**config.mk**
```make
export PLATFORM = sky130hd
export DESIGN_NAME = psum_requant_writer_flat
export DESIGN_NICKNAME = d
export VERILOG_FILES = /design/src/rtl/psum_rearrange_pkg.sv /design/src/rtl/psum_requant_writer_if.sv /design/src/rtl/psum_requant.sv /design/src/rtl/psum_requant_writer.sv /design/src/flat_wrapper.sv
export SDC_FILE = /design/constraint.sdc
export NUM_CORES = 1
export LEC_CHECK = 0
export BUFFER_PORTS_ARGS = -buffer_cell sky130_fd_sc_hd__buf_2
export CAP_MARGIN = 5
export CORE_MARGIN = 5
export CORE_UTILIZATION = 55
export DETAILED_ROUTE_END_ITERATION = 8
export MAX_ROUTING_LAYER = met4
export PLACE_DENSITY = 0.74
export SLEW_MARGIN = 30
export SYNTH_ARGS = -nofsm -noshare
export SYNTH_HDL_FRONTEND = slang
export SYNTH_SLANG_ARGS = --single-unit
```
**constraint.sdc**
```tcl
create_clock -name clock -period 5.8 [get_ports clock]
set_clock_uncertainty 0.15 [all_clocks]
set_input_delay 0.29 -clock clock [delete_from_list [all_inputs] [get_ports clock]]
set_output_delay 0.29 -clock clock [all_outputs]
set_load 0.05 [all_outputs]
```
**src/rtl/psum_rearrange_pkg.sv**
```systemverilog
// ---------------------------------------------------------------------------
// psum_rearrange_pkg: shared widths, int8 limits, FSM state type, saturator.
// Rev 1.0
// ---------------------------------------------------------------------------
`default_nettype none

package psum_rearrange_pkg;

  localparam int PSUM_W   = 32;
  localparam int ADDR_W   = 12;
  localparam int DEPTH    = 3500;
  localparam int INT8_MAX = 127;
  localparam int INT8_MIN = -128;

  typedef enum logic [1:0] {
    IDLE  = 2'd0,
    RUN   = 2'd1,
    DRAIN = 2'd2,
    DONE  = 2'd3
  } state_t;

  function automatic logic signed [7:0] sat_int8(input logic signed [PSUM_W:0] y);
    if (y > (PSUM_W+1)'(INT8_MAX))
      sat_int8 = 8'(INT8_MAX);
    else if (y < (PSUM_W+1)'(INT8_MIN))
      sat_int8 = 8'(INT8_MIN);
    else
      sat_int8 = y[7:0];
  endfunction

endpackage

`default_nettype wire

```
**src/rtl/psum_requant_writer_if.sv**
```systemverilog
// ---------------------------------------------------------------------------
// psum_requant_writer_if: psum input stream plus rearrange-buffer write bus.
// Rev 1.0
// ---------------------------------------------------------------------------
`default_nettype none

interface psum_requant_writer_if;

  logic signed [psum_rearrange_pkg::PSUM_W-1:0] psum_in;
  logic                                         psum_in_valid;
  logic                                         psum_in_ready;
  logic                                         write_en;
  logic        [psum_rearrange_pkg::ADDR_W-1:0] write_addr;
  logic signed [7:0]                            data_out;
  logic                                         data_out_valid;

  // master: psum bank / rearrange buffer side; slave: the writer block
  modport master (
    output psum_in, psum_in_valid,
    input  psum_in_ready, write_en, write_addr, data_out, data_out_valid
  );

  modport slave (
    input  psum_in, psum_in_valid,
    output psum_in_ready, write_en, write_addr, data_out, data_out_valid
  );

endinterface

`default_nettype wire

```
**src/rtl/psum_requant.sv**
```systemverilog
// ---------------------------------------------------------------------------
// psum_requant: S1 ReLU + round-half-up arithmetic shift, S2 int8 saturate.
// Rev 1.0
// ---------------------------------------------------------------------------
`default_nettype none

module psum_requant
  import psum_rearrange_pkg::*;
(
  input  logic                     clock,
  input  logic                     reset,
  input  logic                     in_valid,
  input  logic signed [PSUM_W-1:0] psum,
  input  logic        [4:0]        shift,
  input  logic                     relu_en,
  input  logic        [ADDR_W-1:0] addr_in,
  output logic                     out_valid,
  output logic signed [7:0]        data,
  output logic        [ADDR_W-1:0] addr_out
);

  logic signed [PSUM_W:0]   w_x;
  logic signed [PSUM_W:0]   w_round;
  logic signed [PSUM_W:0]   w_y;
  logic        [4:0]        w_sm1;
  logic signed [PSUM_W:0]   r_y;
  logic        [ADDR_W-1:0] r_addr1;
  logic                     r_v1;

  // One extra bit of headroom so adding the rounding constant never overflows
  always_comb begin
    w_x     = (relu_en && psum[PSUM_W-1]) ? '0 : {psum[PSUM_W-1], psum};
    w_sm1   = shift - 5'd1;
    w_round = {{PSUM_W{1'b0}}, 1'b1} << w_sm1;
    w_y     = (shift == 5'd0) ? w_x : ((w_x + w_round) >>> shift);
  end

  always_ff @(posedge clock) begin
    if (reset) begin
      r_v1      <= 1'b0;
      r_y       <= '0;
      r_addr1   <= '0;
      out_valid <= 1'b0;
      data      <= '0;
      addr_out  <= '0;
    end else begin
      r_v1      <= in_valid;
      out_valid <= r_v1;
      if (in_valid) begin
        r_y     <= w_y;
        r_addr1 <= addr_in;
      end
      if (r_v1) begin
        data     <= sat_int8(r_y);
        addr_out <= r_addr1;
      end
    end
  end

endmodule

`default_nettype wire

```
**src/rtl/psum_requant_writer.sv**
```systemverilog
// ---------------------------------------------------------------------------
// psum_requant_writer: drains channel-major psums, requantises to int8 and
// writes them pixel-interleaved (addr = pix*num_ch + ch). Rev 1.0
// ---------------------------------------------------------------------------
`default_nettype none

module psum_requant_writer
  import psum_rearrange_pkg::*;
(
  input  logic                        clock,
  input  logic                        reset,
  input  logic                        start,
  input  logic [3:0]                  cfg_num_ch,
  input  logic [9:0]                  cfg_num_pix,
  input  logic [4:0]                  cfg_shift,
  input  logic                        cfg_relu_en,
  psum_requant_writer_if.slave        bus,
  output logic                        busy,
  output logic                        done
);

  state_t              r_state;
  logic [3:0]          r_num_ch;
  logic [9:0]          r_num_pix;
  logic [4:0]          r_shift;
  logic                r_relu_en;
  logic [3:0]          r_ch;
  logic [9:0]          r_pix;
  logic [ADDR_W-1:0]   r_addr;
  logic                r_ready;
  logic                r_busy;
  logic                r_done;
  logic                w_accept;
  logic                w_last_pix;
  logic                w_last_ch;
  logic                w_out_valid;

  assign w_accept   = bus.psum_in_valid & r_ready;
  assign w_last_pix = (r_pix == r_num_pix - 10'd1);
  assign w_last_ch  = (r_ch == r_num_ch - 4'd1);

  assign bus.psum_in_ready  = r_ready;
  assign bus.write_en       = w_out_valid;
  assign bus.data_out_valid = w_out_valid;
  assign busy               = r_busy;
  assign done               = r_done;

  always_ff @(posedge clock) begin
    if (reset) begin
      r_state   <= IDLE;
      r_num_ch  <= '0;
      r_num_pix <= '0;
      r_shift   <= '0;
      r_relu_en <= 1'b0;
      r_ch      <= '0;
      r_pix     <= '0;
      r_addr    <= '0;
      r_ready   <= 1'b0;
      r_busy    <= 1'b0;
      r_done    <= 1'b0;
    end else begin
      case (r_state)
        IDLE: begin
          if (start) begin
            r_num_ch  <= cfg_num_ch;
            r_num_pix <= cfg_num_pix;
            r_shift   <= cfg_shift;
            r_relu_en <= cfg_relu_en;
            r_ch      <= '0;
            r_pix     <= '0;
            r_addr    <= '0;
            if (cfg_num_ch == 4'd0 || cfg_num_pix == 10'd0) begin
              r_state <= DONE;
              r_done  <= 1'b1;
            end else begin
              r_state <= RUN;
              r_busy  <= 1'b1;
              r_ready <= 1'b1;
            end
          end
        end
        RUN: begin
          if (w_accept) begin
            if (w_last_pix) begin
              r_pix  <= '0;
              r_ch   <= r_ch + 4'd1;
              r_addr <= ADDR_W'(r_ch) + ADDR_W'(1);
              if (w_last_ch) begin
                r_state <= DRAIN;
                r_ready <= 1'b0;
              end
            end else begin
              r_pix  <= r_pix + 10'd1;
              r_addr <= r_addr + ADDR_W'(r_num_ch);
            end
          end
        end
        // Only the final psum can be in flight here (sitting in S1); it reaches
        // S2 on this edge, so done lines up with its write strobe.
        DRAIN: begin
          r_state <= DONE;
          r_busy  <= 1'b0;
          r_done  <= 1'b1;
        end
        DONE: begin
          r_state <= IDLE;
          r_done  <= 1'b0;
        end
        default: r_state <= IDLE;
      endcase
    end
  end

  psum_requant u_requant (
    .clock     (clock),
    .reset     (reset),
    .in_valid  (w_accept),
    .psum      (bus.psum_in),
    .shift     (r_shift),
    .relu_en   (r_relu_en),
    .addr_in   (r_addr),
    .out_valid (w_out_valid),
    .data      (bus.data_out),
    .addr_out  (bus.write_addr)
  );

endmodule

`default_nettype wire
```
**src/flat_wrapper.sv**
```systemverilog
// flat-port wrapper written by rule: the top's interface ports become plain ports
module psum_requant_writer_flat import psum_rearrange_pkg::*;
  (clock, reset, start, cfg_num_ch, cfg_num_pix, cfg_shift, cfg_relu_en, busy, done, bus_psum_in, bus_psum_in_valid, bus_psum_in_ready, bus_write_en, bus_write_addr, bus_data_out, bus_data_out_valid);
  psum_requant_writer_if bus_i ();
  input  logic clock;
  input  logic reset;
  input  logic start;
  input  logic [3:0] cfg_num_ch;
  input  logic [9:0] cfg_num_pix;
  input  logic [4:0] cfg_shift;
  input  logic cfg_relu_en;
  output logic busy;
  output logic done;
  input wire logic [$bits(bus_i.psum_in)-1:0] bus_psum_in;
  input wire logic [$bits(bus_i.psum_in_valid)-1:0] bus_psum_in_valid;
  output wire logic [$bits(bus_i.psum_in_ready)-1:0] bus_psum_in_ready;
  output wire logic [$bits(bus_i.write_en)-1:0] bus_write_en;
  output wire logic [$bits(bus_i.write_addr)-1:0] bus_write_addr;
  output wire logic [$bits(bus_i.data_out)-1:0] bus_data_out;
  output wire logic [$bits(bus_i.data_out_valid)-1:0] bus_data_out_valid;
  assign bus_i.psum_in = bus_psum_in;
  assign bus_i.psum_in_valid = bus_psum_in_valid;
  assign bus_psum_in_ready = bus_i.psum_in_ready;
  assign bus_write_en = bus_i.write_en;
  assign bus_write_addr = bus_i.write_addr;
  assign bus_data_out = bus_i.data_out;
  assign bus_data_out_valid = bus_i.data_out_valid;
  psum_requant_writer u_core (.clock(clock), .reset(reset), .start(start), .cfg_num_ch(cfg_num_ch), .cfg_num_pix(cfg_num_pix), .cfg_shift(cfg_shift), .cfg_relu_en(cfg_relu_en), .bus(bus_i), .busy(busy), .done(done));
endmodule
```
Word level (Yosys, flattened, before mapping):

Index checks and enable logic that the tools add are counted.

* bits in registers: 118
* input port bits: 56
* output and inout bits: 25
* logic and storage cells: 89

* add/subtract/negate cells: 8
* $lt $le $gt $ge: 2
* equal/unequal tests: 11
* shift-type cells: 2
* mux-type cells: 32
* bitwise operators: 1
* reduce and logical (&&, ||, !) cells: 16

Operators by type and width (count)
* 33-bit two-way mux: 2
* 12-bit two-way mux: 3
* 33-bit adder: 1
* 33-bit by 8-bit greater-than comparator with 1-bit output, second input constant: 1
* 33-bit by 8-bit less-than comparator with 1-bit output, second input constant: 1
* 1-bit by 5-bit left shift with 33-bit output, first input constant: 1
* 33-bit by 5-bit >>> shifter with 33-bit output: 1
* 10-bit two-way mux: 3
* 12-bit case mux with 2 select lines: 1
* 10-bit case mux with 2 select lines: 1
* 8-bit two-way mux: 2
* 12-bit by 4-bit adder with 12-bit output: 1
* 4-bit two-way mux: 3
* 10-bit by 1-bit adder with 10-bit output, second input constant: 1
* 10-bit equality test: 1
* 10-bit logical NOT: 1
* 2-bit two-way mux: 5
* 10-bit by 1-bit subtractor with 10-bit output, second input constant: 1
* 3-bit AND reduction: 3
* 2-bit case mux with 4 select lines: 1
* 4-bit case mux with 2 select lines: 1
* 4-bit AND reduction: 2
* 1-bit two-way mux: 7
* 2-bit by 1-bit != test with 1-bit output, second input constant: 3
* 20 further kinds: 25

Logic depth before layout (Yosys ltp):

Gate-level depths: netlist (run 1).

* depth after elaboration: 6
* gate-level depth with buffers: 20
* gate-level depth less buffers: 16

Cells and area by module:

A second synthesis (run 1) with hierarchy kept.

* cell total of the unflattened synthesis: 1436
* area, all modules: 10784.1 µm²

Modules (own cells, without submodules)
* psum_requant: instances 1, cells each 1065, area each 7837.5 µm², seq. area each 1341.3 µm²
* psum_requant_writer: instances 1, cells each 371, area each 2946.6 µm², seq. area each 1021.0 µm²

Worst setup path before layout (run 1):

Ideal clock, no wire load.

* path kind: flip-flop to flip-flop
* start: register u_core.r_shift[1]
* end: register u_core.u_requant.r_y[23]
* setup time: 0.079 ns
* arrival time: 4.094 ns
* required time: 5.571 ns
* path slack: 1.476 ns
* stages on the path, launching flop included: 18
* buffers on the path: 2
* period minus slack after synthesis: 4.324 ns
* cells stage by stage: dfxtp_1 clkbuf_1 clkinv_1 nand2_1 clkbuf_1 nor2_1 ha_1 fa_1 a211oi_2 o211ai_4 a211oi_4 o221ai_2 a211oi_4 or2b_1 nand4_1 a221o_1 o2111a_1 a211oi_2

* word-level cells in the longest chain between the ends: 5

RTL lines
* start: declaration: line psum_requant_writer.sv:25 `logic [4:0] r_shift;`
* start signal: assignment: line psum_requant_writer.sv:67 `r_shift <= cfg_shift;`
* 5-bit by 1-bit subtractor with 5-bit output: line psum_requant.sv:33 `w_sm1 = shift - 5'd1;`
* 1-bit by 5-bit left shift with 33-bit output: line psum_requant.sv:34 `w_round = {{PSUM_W{1'b0}}, 1'b1} << w_sm1;`
* 33-bit adder: line psum_requant.sv:35 `w_y = (shift == 5'd0) ? w_x : ((w_x + w_round) >>> shift);`
* 33-bit by 5-bit >>> shifter with 33-bit output: line psum_requant.sv:35
* 33-bit two-way mux *: line psum_requant.sv:35
* end signal: assignment: line psum_requant.sv:50 `r_y <= w_y;`
* end: declaration: line psum_requant.sv:26 `logic signed [PSUM_W:0] r_y;`

Mark *: on every way between the ends. The rest lies on a longest branch, timed or not.
A chain may end at the register's enable or synchronous reset.

Worst setup path in the final report (run 1):

* start: register u_core.r_shift[2]
* end: register u_core.u_requant.r_y[10]

The elaborated chain is that of the path after synthesis.

==> flow_summary.yaml, run 1 <==
place:
  hpwl_um: 26100
  place_ws_ns: 0.804
  place.gp.congestion: 1.05
  numPortBuffers: 80
  placed_cells: 1634
synthesis:
  ys_seq_area_frac: 0.235
  synth_cell_type_count: 94
  synth-async-reset-ratio: 0
  yosys_warnings: 0
  synth_common_cells: "195 x nand2_1, 195 x nor2_1, 118 x dfxtp_1, 111 x a21oi_1, 71 x o21ai_0"
  yosysTopAreaCellShare: 0.235
  synth_edf_count: 0
  syn_inst: 1385
  synth.largest_area_cell: "dfxtp_1"
  avgSynthCellArea_um2: 7.26
  synth_nets: 1488
  synth_top_family_by_area: "compound AO/OA/AOI/OAI gates"
  yosys_most_used_dff: "dfxtp_1"
  synth-compound-area-share: 0.276
  synthTopCellsByArea: "dfxtp_1 23%, nand2_1 7.3%, nor2_1 7.3%"
  synth_simple_gate_area_frac: 0.260
  synth.area.mux_share: 0.0666
  synth_fa_ha_area_frac: 0.0600
  synth_seq_cells: 118
  synth_area_um2: 10100
  synthXorXnorAreaFrac: 0.0565
routing:
  first_pass_iters: 6
  route.vias.total: 11000
  wl_um: 34600
  ant_nets: 0
  drt_iter0_drc: 965
  vias_per_cell: 6.50
  wl_per_cell_um: 20.5
  drc_errors: 0
clock_network:
  clkSlewWorstSetupHoldPaths_ns: 0.06
  cts_buffers: 17
  clockRootBuffer: "clkbuf_16"
  cts_tree: "built"
  cts_sinks: 118
  clk_path_buf_depth: 2
  clk-insertion-delay-late_ns: 0.41
  post_cts_resized: 0
  htreeDepth: 4
setup_path:
  end_kind: "flop"
  crit_top_cell: "nor2_1"
  path_delay_family: "compound AO/OA/AOI/OAI gates"
  slowest_delay_ns: 0.55
  path_max_fanout: 20
  critical_path_buf_inv_count: 3
  crit_type: "reg2reg"
  path_cells: "buf_4, inv_1, buf_4, nor2_1, nand2_1, nor2_1, ha_1, a21oi_1, o211ai_2, a31oi_2, nor2_1, nor4_1, nor3_1, o32ai_1, mux2i_1, a221oi_1, a211oi_1"
  reg2regPathDepth: 17
  rr_startpoint: "u_core.r_shift[2]"
  required_ns: 5.91
  r2r_slack_ns: 0.65
  arrival_ns: 5.27
  r2r_end: "u_core.u_requant.r_y[10]"
  cp_slowest_cell: "nor4_1"
  start_kind: "flop"
hold_path:
  hold_depth: 3
  min_from: "cfg_shift[2]"
  hold_class: "in2reg"
  worstHoldEndpoint: "u_core.r_shift[2]"
pwr:
  cellLeakagePower_nw: 4.50
  vdd_drop_max_mv: 0.461
  power_density_nw_per_um2: 362
sta:
  fin_crit_ns: 5.15
  final.period_utilization: 0.888
  hold_violations: 0
  fmax_mhz: 194
  tightest_slew_ns: 0.887
  drv_slew: 0
  setup_tns_ns: 0
  slew_headroom: 0.409
  setup_viol: 0
  worst_slack_ns: 0.648
  rsz0062_at_grt: "no"
global_routing:
  grt_pass1_wl_um: 55800
  antenna_found_initial: 0
  first_global_vias: 10300
  grt_max_degree: 61
  grtUsageTotal: 0.326
  grt-ovfl-total: 0
outcome:
  status: "complete, no violations"
floorplan:
  row_count: 49
  pin_count: 81
  chipWidth_um: 145
  die_height_um: 145
  dieArea_um2: 21100
  core_um2: 18000
  initial_core_util: 0.560
cells_and_area:
  syn_to_final_growth_pct: 13.8
  antennaDiodeCount: 0
  layout.nets: 1546
  final_cells: 1685
  drive_above_1_share: 0.133
  num-fill-cells: 1648
flow_run:
  cap_violations: 0
==> cell type report <==
class	count	area [um^2]	area share
clock buffer	17	425	0.0372
multi-input combinational	1152	7240	0.632
sequential	118	2360	0.207
inverter	25	93.8	0.00820
clock inverter	15	218	0.0190
tap	229	287	0.0250
timing repair buffer	129	818	0.0715
==> tightest hold or removal path, cell delays in order <==
cell and delay [ns]:
buf_2 0.10, nand2_1 0.07, a21oi_1 0.08
==> repair_timing <==
item,in CTS,in global routing
hold endpoints to repair,19,0
hold buffers,19,0
setup buffers,0,0
==> cell usage in the layout, fill, tap and decap left out, drive strengths merged, types with 30 or more instances in the layout <==
cell / count
nor3: 31
ha: 45
nand3: 30
a211oi: 32
nor2: 195
nand4: 34
nand2: 195
dfxtp: 118
and2: 35
mux2i: 44
buf: 110
xnor2: 35
o21ai: 85
a21oi: 116
==> logic make-up after synthesis <==
logic type	count (synthesis)
and+or+nand+nor	579
AOI/OAI and AO/OA	404
adders and majority gates	47
buffers and inverters	115
muxes	58
xor gates and xnor gates	64
DFF	118
==> report_power, final <==
part	switching, mW	leakage (nW)	internal [mW]	total, mW
sequential	0.107	0.959	0.915	1.02
combinational	1.31	3.23	0.676	1.99
clock	0.401	0.316	0.731	1.13
total	1.82	4.50	2.32	4.14
==> flip-flops by register name, indices dropped and copies added, names as in the netlist <==
| register | flops |
|---|---|
| u_core.u_requant.r_y | 33 |
| u_core.r_addr | 12 |
| u_core.u_requant.addr_out | 12 |
| u_core.u_requant.r_addr1 | 12 |
| u_core.r_num_pix | 10 |
| u_core.r_pix | 10 |
| u_core.u_requant.data | 8 |
| u_core.r_shift | 5 |
| u_core.r_ch | 4 |
| u_core.r_num_ch | 4 |
| u_core.r_state | 2 |
| u_core.bus.psum_in_ready | 1 |
| u_core.busy | 1 |
| u_core.done | 1 |
| u_core.r_relu_en | 1 |
| u_core.u_requant.out_valid | 1 |
| u_core.u_requant.r_v1 | 1 |
==> how the worst max path moves through the flow <==
stage	slack, ns	cells after the start	start	end
5_1_grt	0.29	13	u_core.r_relu_en	u_core.u_requant.r_y[10]
4_1_cts	0.82	13	u_core.r_relu_en	u_core.u_requant.r_y[10]
2_1_floorplan	1.48	17	u_core.r_shift[1]	u_core.u_requant.r_y[23]
3_5_place_dp	0.80	14	bus_psum_in[31]	u_core.u_requant.r_y[10]
6_report	0.65	17	u_core.r_shift[2]	u_core.u_requant.r_y[10]
3_3_place_gp	0.89	14	bus_psum_in[31]	u_core.u_requant.r_y[2]
==> metrics by stage <==
stage	instance area (um^2)	hold WS [ns]	power [mW]	util
floorplan	10100	0.255	2.40	-
global placement	10600	0.293	2.95	0.590
detailed placement	10600	0.299	2.96	0.591
CTS	11400	0.0232	4.11	0.637
global route	11400	0.0232	4.37	0.637
finish	11400	0.0374	4.14	0.637
==> layer usage <==
| layer | part of all wire | global-route usage | up-vias |
|---|---|---|---|
| met1 | 0.40 | 0.397 | 5118 |
| met2 | 0.48 | 0.532 | 544 |
| met4 | 0.050 | 0.144 | 0 |
| met5 | 0 | - | - |
| li1 | - | - | 5179 |
| met3 | 0.070 | 0.0549 | 117 |
No activity file was read; power rests on OpenSTA's default activity.
==> run 2, diff against run 1 <==
--- a/config.mk
+++ b/config.mk
@@ -9,9 +9,11 @@
 export CAP_MARGIN = 5
 export CORE_MARGIN = 5
 export CORE_UTILIZATION = 55
+export CTS_CLUSTER_SIZE = 10
 export DETAILED_ROUTE_END_ITERATION = 8
 export MAX_ROUTING_LAYER = met4
 export PLACE_DENSITY = 0.74
+export REMOVE_ABC_BUFFERS = 1
 export SLEW_MARGIN = 30
 export SYNTH_ARGS = -nofsm -noshare
 export SYNTH_HDL_FRONTEND = slang
==> flow_summary.yaml, run 2 (synthesized netlist as in run 1, its figures left out) <==
floorplan:
  initial_core_util: 0.560
  dieArea_um2: 21100
  chipWidth_um: 145
  die_height_um: 145
  row_count: 49
  core_um2: 18000
  pin_count: 81
setup_path:
  reg2regPathDepth: 14
  path_max_fanout: 31
  end_kind: "flop"
  crit_type: "reg2reg"
  rr_startpoint: "u_core.r_relu_en"
  startpoint: "u_core.r_relu_en"
  required_ns: 5.98
  start_kind: "flop"
  arrival_ns: 5.37
sta:
  final.period_utilization: 0.894
  drv_slew: 0
  hold_violations: 0
  slew_headroom: 0.377
  worst_slack_ns: 0.613
  setup_viol: 0
  rsz0062_at_grt: "no"
  setup_tns_ns: 0
  tightest_slew_ns: 0.935
  fin_crit_ns: 5.19
  fmax_mhz: 193
place:
  place.gp.congestion: 1.03
  placed_cells: 1634
  numPortBuffers: 80
  hpwl_um: 26000
  place_ws_ns: 0.755
clock_network:
  clk_path_buf_depth: 2
  cts_setup_buffers: 0
  clockRootBuffer: "clkbuf_16"
  cts_buffers: 17
  clkSlewWorstSetupHoldPaths_ns: 0.06
  htreeDepth: 4
  cts_sinks: 118
  clk-insertion-delay-late_ns: 0.41
  cts_tree: "built"
pwr:
  clkPwrFrac: 0.258
  pwr-share-comb: 0.493
  power_density_nw_per_um2: 358
  intPower_mw: 2.25
  power_switching_mw: 1.83
  seqPwrFrac: 0.250
  cellLeakagePower_nw: 4.47
  total_power_mw: 4.08
  vdd_drop_max_mv: 0.442
  swShare: 0.448
hold_path:
  min_from: "cfg_shift[2]"
  hold_class: "in2reg"
  hold_depth: 3
routing:
  route.vias.total: 11000
  wl_per_cell_um: 20.5
  wl_um: 34600
  drt_iter0_drc: 1084
  ant_nets: 0
  vias_per_cell: 6.52
  drc_errors: 0
  first_pass_iters: 6
cells_and_area:
  seq_area_um2: 2360
  final_util: 0.634
  final_cell_mix: "195 x nand2_1, 195 x nor2_1, 117 x dfxtp_1, 111 x a21oi_1, 79 x buf_2"
  antennaDiodeCount: 0
  multiInputGateArea_um2: 7230
  regMostFlops: "u_core.u_requant.r_y"
  drive_above_1_share: 0.133
  syn_to_final_growth_pct: 13.3
  largest_register_ff_count: 33
  layout.nets: 1546
  num-fill-cells: 1661
  final_cells: 1685
global_routing:
  grtUsageTotal: 0.320
  grt-ovfl-total: 0
  grt_max_degree: 68
  antenna_found_initial: 0
  first_global_vias: 10200
  grt_pass1_wl_um: 54400
outcome:
  status: "complete, no violations"
flow_run:
  cap_violations: 0
-- run 2: cell count changes in the layout (fill, tap and decap cells not counted), moves of 2 or more --
cell	delta
bufinv_16	-2
clkbuf_8	+2
clkinv_4	-2
clkinvlp_4	+4
inv_8	-2
-- run 2: metrics by stage --
step                      cell area [um^2]  hold slack [ns]
final                                11400           0.0322
after global routing                 11400           0.0434
after CTS                            11400           0.0304
after detailed placement             10600            0.298
after global placement               10600            0.293
after floorplan                       9680            0.205
-- run 2: routing by layer --
layer / share of wire / up-vias / global-route usage
met2: 0.47 / 567 / 0.509
li1: - / 5177 / -
met3: 0.080 / 123 / 0.0511
met4: 0.048 / 0 / 0.160
met5: 0 / - / -
met1: 0.40 / 5113 / 0.394
-- run 2: layout make-up --
class	instances	share of cell area
multi-input combinational	1152	0.635
sequential	118	0.207
timing repair buffer	129	0.0718
clock buffer	19	0.0398
tap	229	0.0252
clock inverter	13	0.0130
inverter	25	0.00824
-- run 2: critical path, cell delays in order, from the launching register on --
cell      delay, ns
dfxtp_1        0.34
nand2_1        0.54
and2_1         0.43
ha_1           0.25
fa_1           0.46
a211oi_2       0.37
o211ai_4       0.17
a211oi_4       0.47
o221ai_2       0.19
a211oi_4       0.40
or2b_1         0.18
nand4_1        0.18
a221o_1        0.51
o2111a_1       0.27
a211oi_2       0.18
-- run 2: worst paths after layout --
check | end | slack [ns]
worst max-delay path | u_core.u_requant.r_y[23] | 0.61
worst min-delay path | u_core.r_shift[2] | 0.03
worst max register to register | u_core.u_requant.r_y[23] | 0.61
worst min register to register | u_core.u_requant.r_addr1[8] | 0.30
-- run 2: repair_timing --
item	in CTS	in global routing
hold buffers	19	0
gates resized for setup	0	0
hold endpoints to repair	19	0
-- run 2: power groups by stage --
| stage | clock [mW] | combinational [mW] | sequential (mW) |
|---|---|---|---|
| final | 1.05 | 2.01 | 1.02 |
| after global routing | 1.11 | 2.15 | 1.03 |
| after CTS | 1.06 | 1.95 | 1.02 |
| after detailed placement | 0 | 1.93 | 1.03 |
| after global placement | 0 | 1.93 | 1.03 |
| after floorplan | 0 | 1.24 | 1.09 |
==> run 3, diff against run 2 <==
--- a/config.mk
+++ b/config.mk
@@ -5,6 +5,7 @@
 export SDC_FILE = /design/constraint.sdc
 export NUM_CORES = 1
 export LEC_CHECK = 0
+export ABC_AREA = 1
 export BUFFER_PORTS_ARGS = -buffer_cell sky130_fd_sc_hd__buf_2
 export CAP_MARGIN = 5
 export CORE_MARGIN = 5
==> flow_summary.yaml, run 3 <==
outcome:
  status: "complete, but fails checks"
  violations: "negative hold slack"
cells_and_area:
  drive_above_1_share: 0.113
  final_cell_mix: "424 x nand2_1, 245 x nand3_1, 242 x nor2_1, 181 x inv_1, 118 x dfxtp_1"
  syn_to_final_growth_pct: 10.6
  final_common_cell: "nand2_1"
  regMostFlops: "u_core.u_requant.r_y"
  final_cells: 2001
  antennaDiodeCount: 0
  largest_register_ff_count: 33
  layout.nets: 1862
floorplan:
  pin_count: 81
  initial_core_util: 0.563
  die_height_um: 146
  row_count: 49
  core_um2: 18100
  dieArea_um2: 21400
  chipWidth_um: 146
routing:
  drt_iter0_drc: 1373
  first_pass_iters: 6
  wl_um: 32400
  vias_per_cell: 5.65
  drc_errors: 0
  wl_per_cell_um: 16.2
  ant_nets: 0
  route.vias.total: 11300
clock_network:
  post_cts_resized: 0
  clockRootBuffer: "clkbuf_16"
  htreeDepth: 4
  cts_buffers: 17
  clk-insertion-delay-late_ns: 0.42
  clkSlewWorstSetupHoldPaths_ns: 0.06
  cts_sinks: 118
  clk_path_buf_depth: 2
  cts_tree: "built"
synthesis:
  avgSynthCellArea_um2: 5.96
  synthXorXnorAreaFrac: 0.0454
  synth_cell_type_count: 51
  ys_seq_area_frac: 0.231
  yosysTopAreaCellShare: 0.231
  synth-compound-area-share: 0.117
  yosysMostFrequentCell: "nand2_1"
  synth_fa_ha_area_frac: 0.0590
  synth_area_um2: 10200
  synth_seq_cells: 118
  yosys_most_used_dff: "dfxtp_1"
  synth.area.mux_share: 0.00196
  synth-async-reset-ratio: 0
  synth_edf_count: 0
  synthTopCellsByArea: "dfxtp_1 23%, nand2_1 16%, nand3_1 12%"
  synth_simple_gate_area_frac: 0.436
  synth.largest_area_cell: "dfxtp_1"
  synth_top_family_by_area: "simple AND/OR/NAND/NOR gates"
  synth_common_cells: "425 x nand2_1, 245 x nand3_1, 242 x nor2_1, 183 x inv_1, 118 x dfxtp_1"
  yosys_warnings: 0
  syn_inst: 1716
global_routing:
  grt_max_degree: 59
  grt_pass1_wl_um: 52600
  grt-ovfl-total: 0
  first_global_vias: 10200
  antenna_found_initial: 0
  grtUsageTotal: 0.305
sta:
  fin_crit_ns: 4.61
  fmax_mhz: 217
  final.period_utilization: 0.795
  setup_tns_ns: 0
  rsz0062_at_grt: "no"
  drv_slew: 0
  setup_viol: 0
  tightest_slew_ns: 0.990
  holdWs_ns: -0.00136
  slew_headroom: 0.339
  hold_violations: 1
pwr:
  seqPwrFrac: 0.230
  intPower_mw: 2.39
  power_density_nw_per_um2: 403
  power_switching_mw: 2.17
  cellLeakagePower_nw: 5.77
  swShare: 0.475
  vdd_drop_max_mv: 0.271
  clkPwrFrac: 0.251
  pwr-share-comb: 0.519
place:
  place.gp.congestion: 1.08
  hpwl_um: 25000
  numPortBuffers: 80
  placed_cells: 1966
setup_path:
  crit_type: "reg2reg"
  cp-endpoint: "u_core.u_requant.r_y[28]"
  r2r_slack_ns: 1.19
  startpoint: "u_core.r_shift[0]"
  path_max_fanout: 17
  cp_slowest_cell: "fa_1"
  rr_startpoint: "u_core.r_shift[0]"
  arrival_ns: 4.73
  required_ns: 5.92
  crit_top_cell: "nand2_1"
  r2r_end: "u_core.u_requant.r_y[28]"
  start_kind: "flop"
  slowest_delay_ns: 0.45
  end_kind: "flop"
  reg2regPathDepth: 29
hold_path:
  hold_class: "in2reg"
flow_run:
  cap_violations: 0
-- run 3: cell count changes in the layout (fill, tap and decap cells not counted), moves of 21 or more --
cell and delta:
nand2_1 +229, nand3_1 +215, inv_1 +157, nor2_1 +47
mux2i_1 -42, and2_1 -35, a211oi_1 -24, a21oi_1 -23
nand4_1 -23, xnor2_1 -21
-- run 3: final cells by class --
cell class / instances / area, um^2
tap: 229 / 287
sequential: 118 / 2360
inverter: 198 / 743
clock inverter: 15 / 218
fill: 1822 / 6840
multi-input combinational: 1328 / 6740
clock buffer: 17 / 425
timing repair buffer: 96 / 528
-- run 3: cells by family after synthesis --
group | after synthesis
AOI/OAI and AO/OA | 214
xor gates and xnor gates | 53
muxes | 2
adders and majority gates | 47
buffers and inverters | 270
DFF | 118
and+or+nand+nor | 1012
-- run 3: power by group through the flow --
stage          sequential [mW]  combinational (mW)  clock [mW]
2_1_floorplan             1.17                1.56           0
3_3_place_gp              1.06                2.27           0
3_5_place_dp              1.06                2.29           0
4_1_cts                   1.04                2.31        1.16
5_1_grt                   1.06                2.62        1.19
6_report                  1.05                2.36        1.15
-- run 3: stage by stage --
step	hold slack, ns	utilization	cell area, um^2	setup slack (ns)	total power, mW
6_report	-0.00136	0.623	11300	1.19	4.56
5_1_grt	0.0276	0.623	11300	0.832	4.88
3_5_place_dp	0.303	0.586	10600	1.39	3.35
3_3_place_gp	0.300	0.586	10600	1.48	3.33
2_1_floorplan	0.202	-	9840	1.28	2.72
4_1_cts	0.00365	0.623	11300	1.36	4.51
-- run 3: critical path, delay by kind of cell (launching register included) --
| family | cells | cell delay, ns |
|---|---|---|
| adder cells (fa/ha/maj) | 2 | 0.72 |
| buffers and inverters | 3 | 0.33 |
| flip-flops | 1 | 0.31 |
| AND/OR/NAND/NOR | 23 | 2.88 |
| AO/OA/AOI/OAI | 1 | 0.05 |
-- run 3: worst min path at each step --
stage	start	end	slack, ns	depth (start not counted)
floorplan	reset	u_core.u_requant.r_y[16]	0.20	1
global placement	u_core.u_requant.r_y[1]	u_core.u_requant.data[1]	0.30	2
detailed placement	u_core.u_requant.r_y[4]	u_core.u_requant.data[4]	0.30	2
CTS	cfg_shift[2]	u_core.r_shift[2]	0.004	3
global route	cfg_shift[4]	u_core.r_shift[4]	0.03	3
finish	cfg_num_pix[8]	u_core.r_num_pix[8]	-0.001	3
-- run 3: metal layers --
metal / part of all wire / GRT usage / routed length [um] / vias up
li1: - / - / - / 5655
met1: 0.46 / 0.435 / 14800 / 5060
met2: 0.42 / 0.434 / 13500 / 531
met3: 0.098 / 0.0601 / 3190 / 64
met4: 0.028 / 0.0960 / 913 / 0
met5: 0 / - / 0 / -
-- run 3: repair_timing --
| item | 4_1_cts | 5_1_grt |
|---|---|---|
| endpoints found under the hold margin | 3 | 0 |
| setup buffers | 0 | 0 |
| hold buffers | 3 | 0 |
| endpoints found under the setup margin | 0 | 0 |
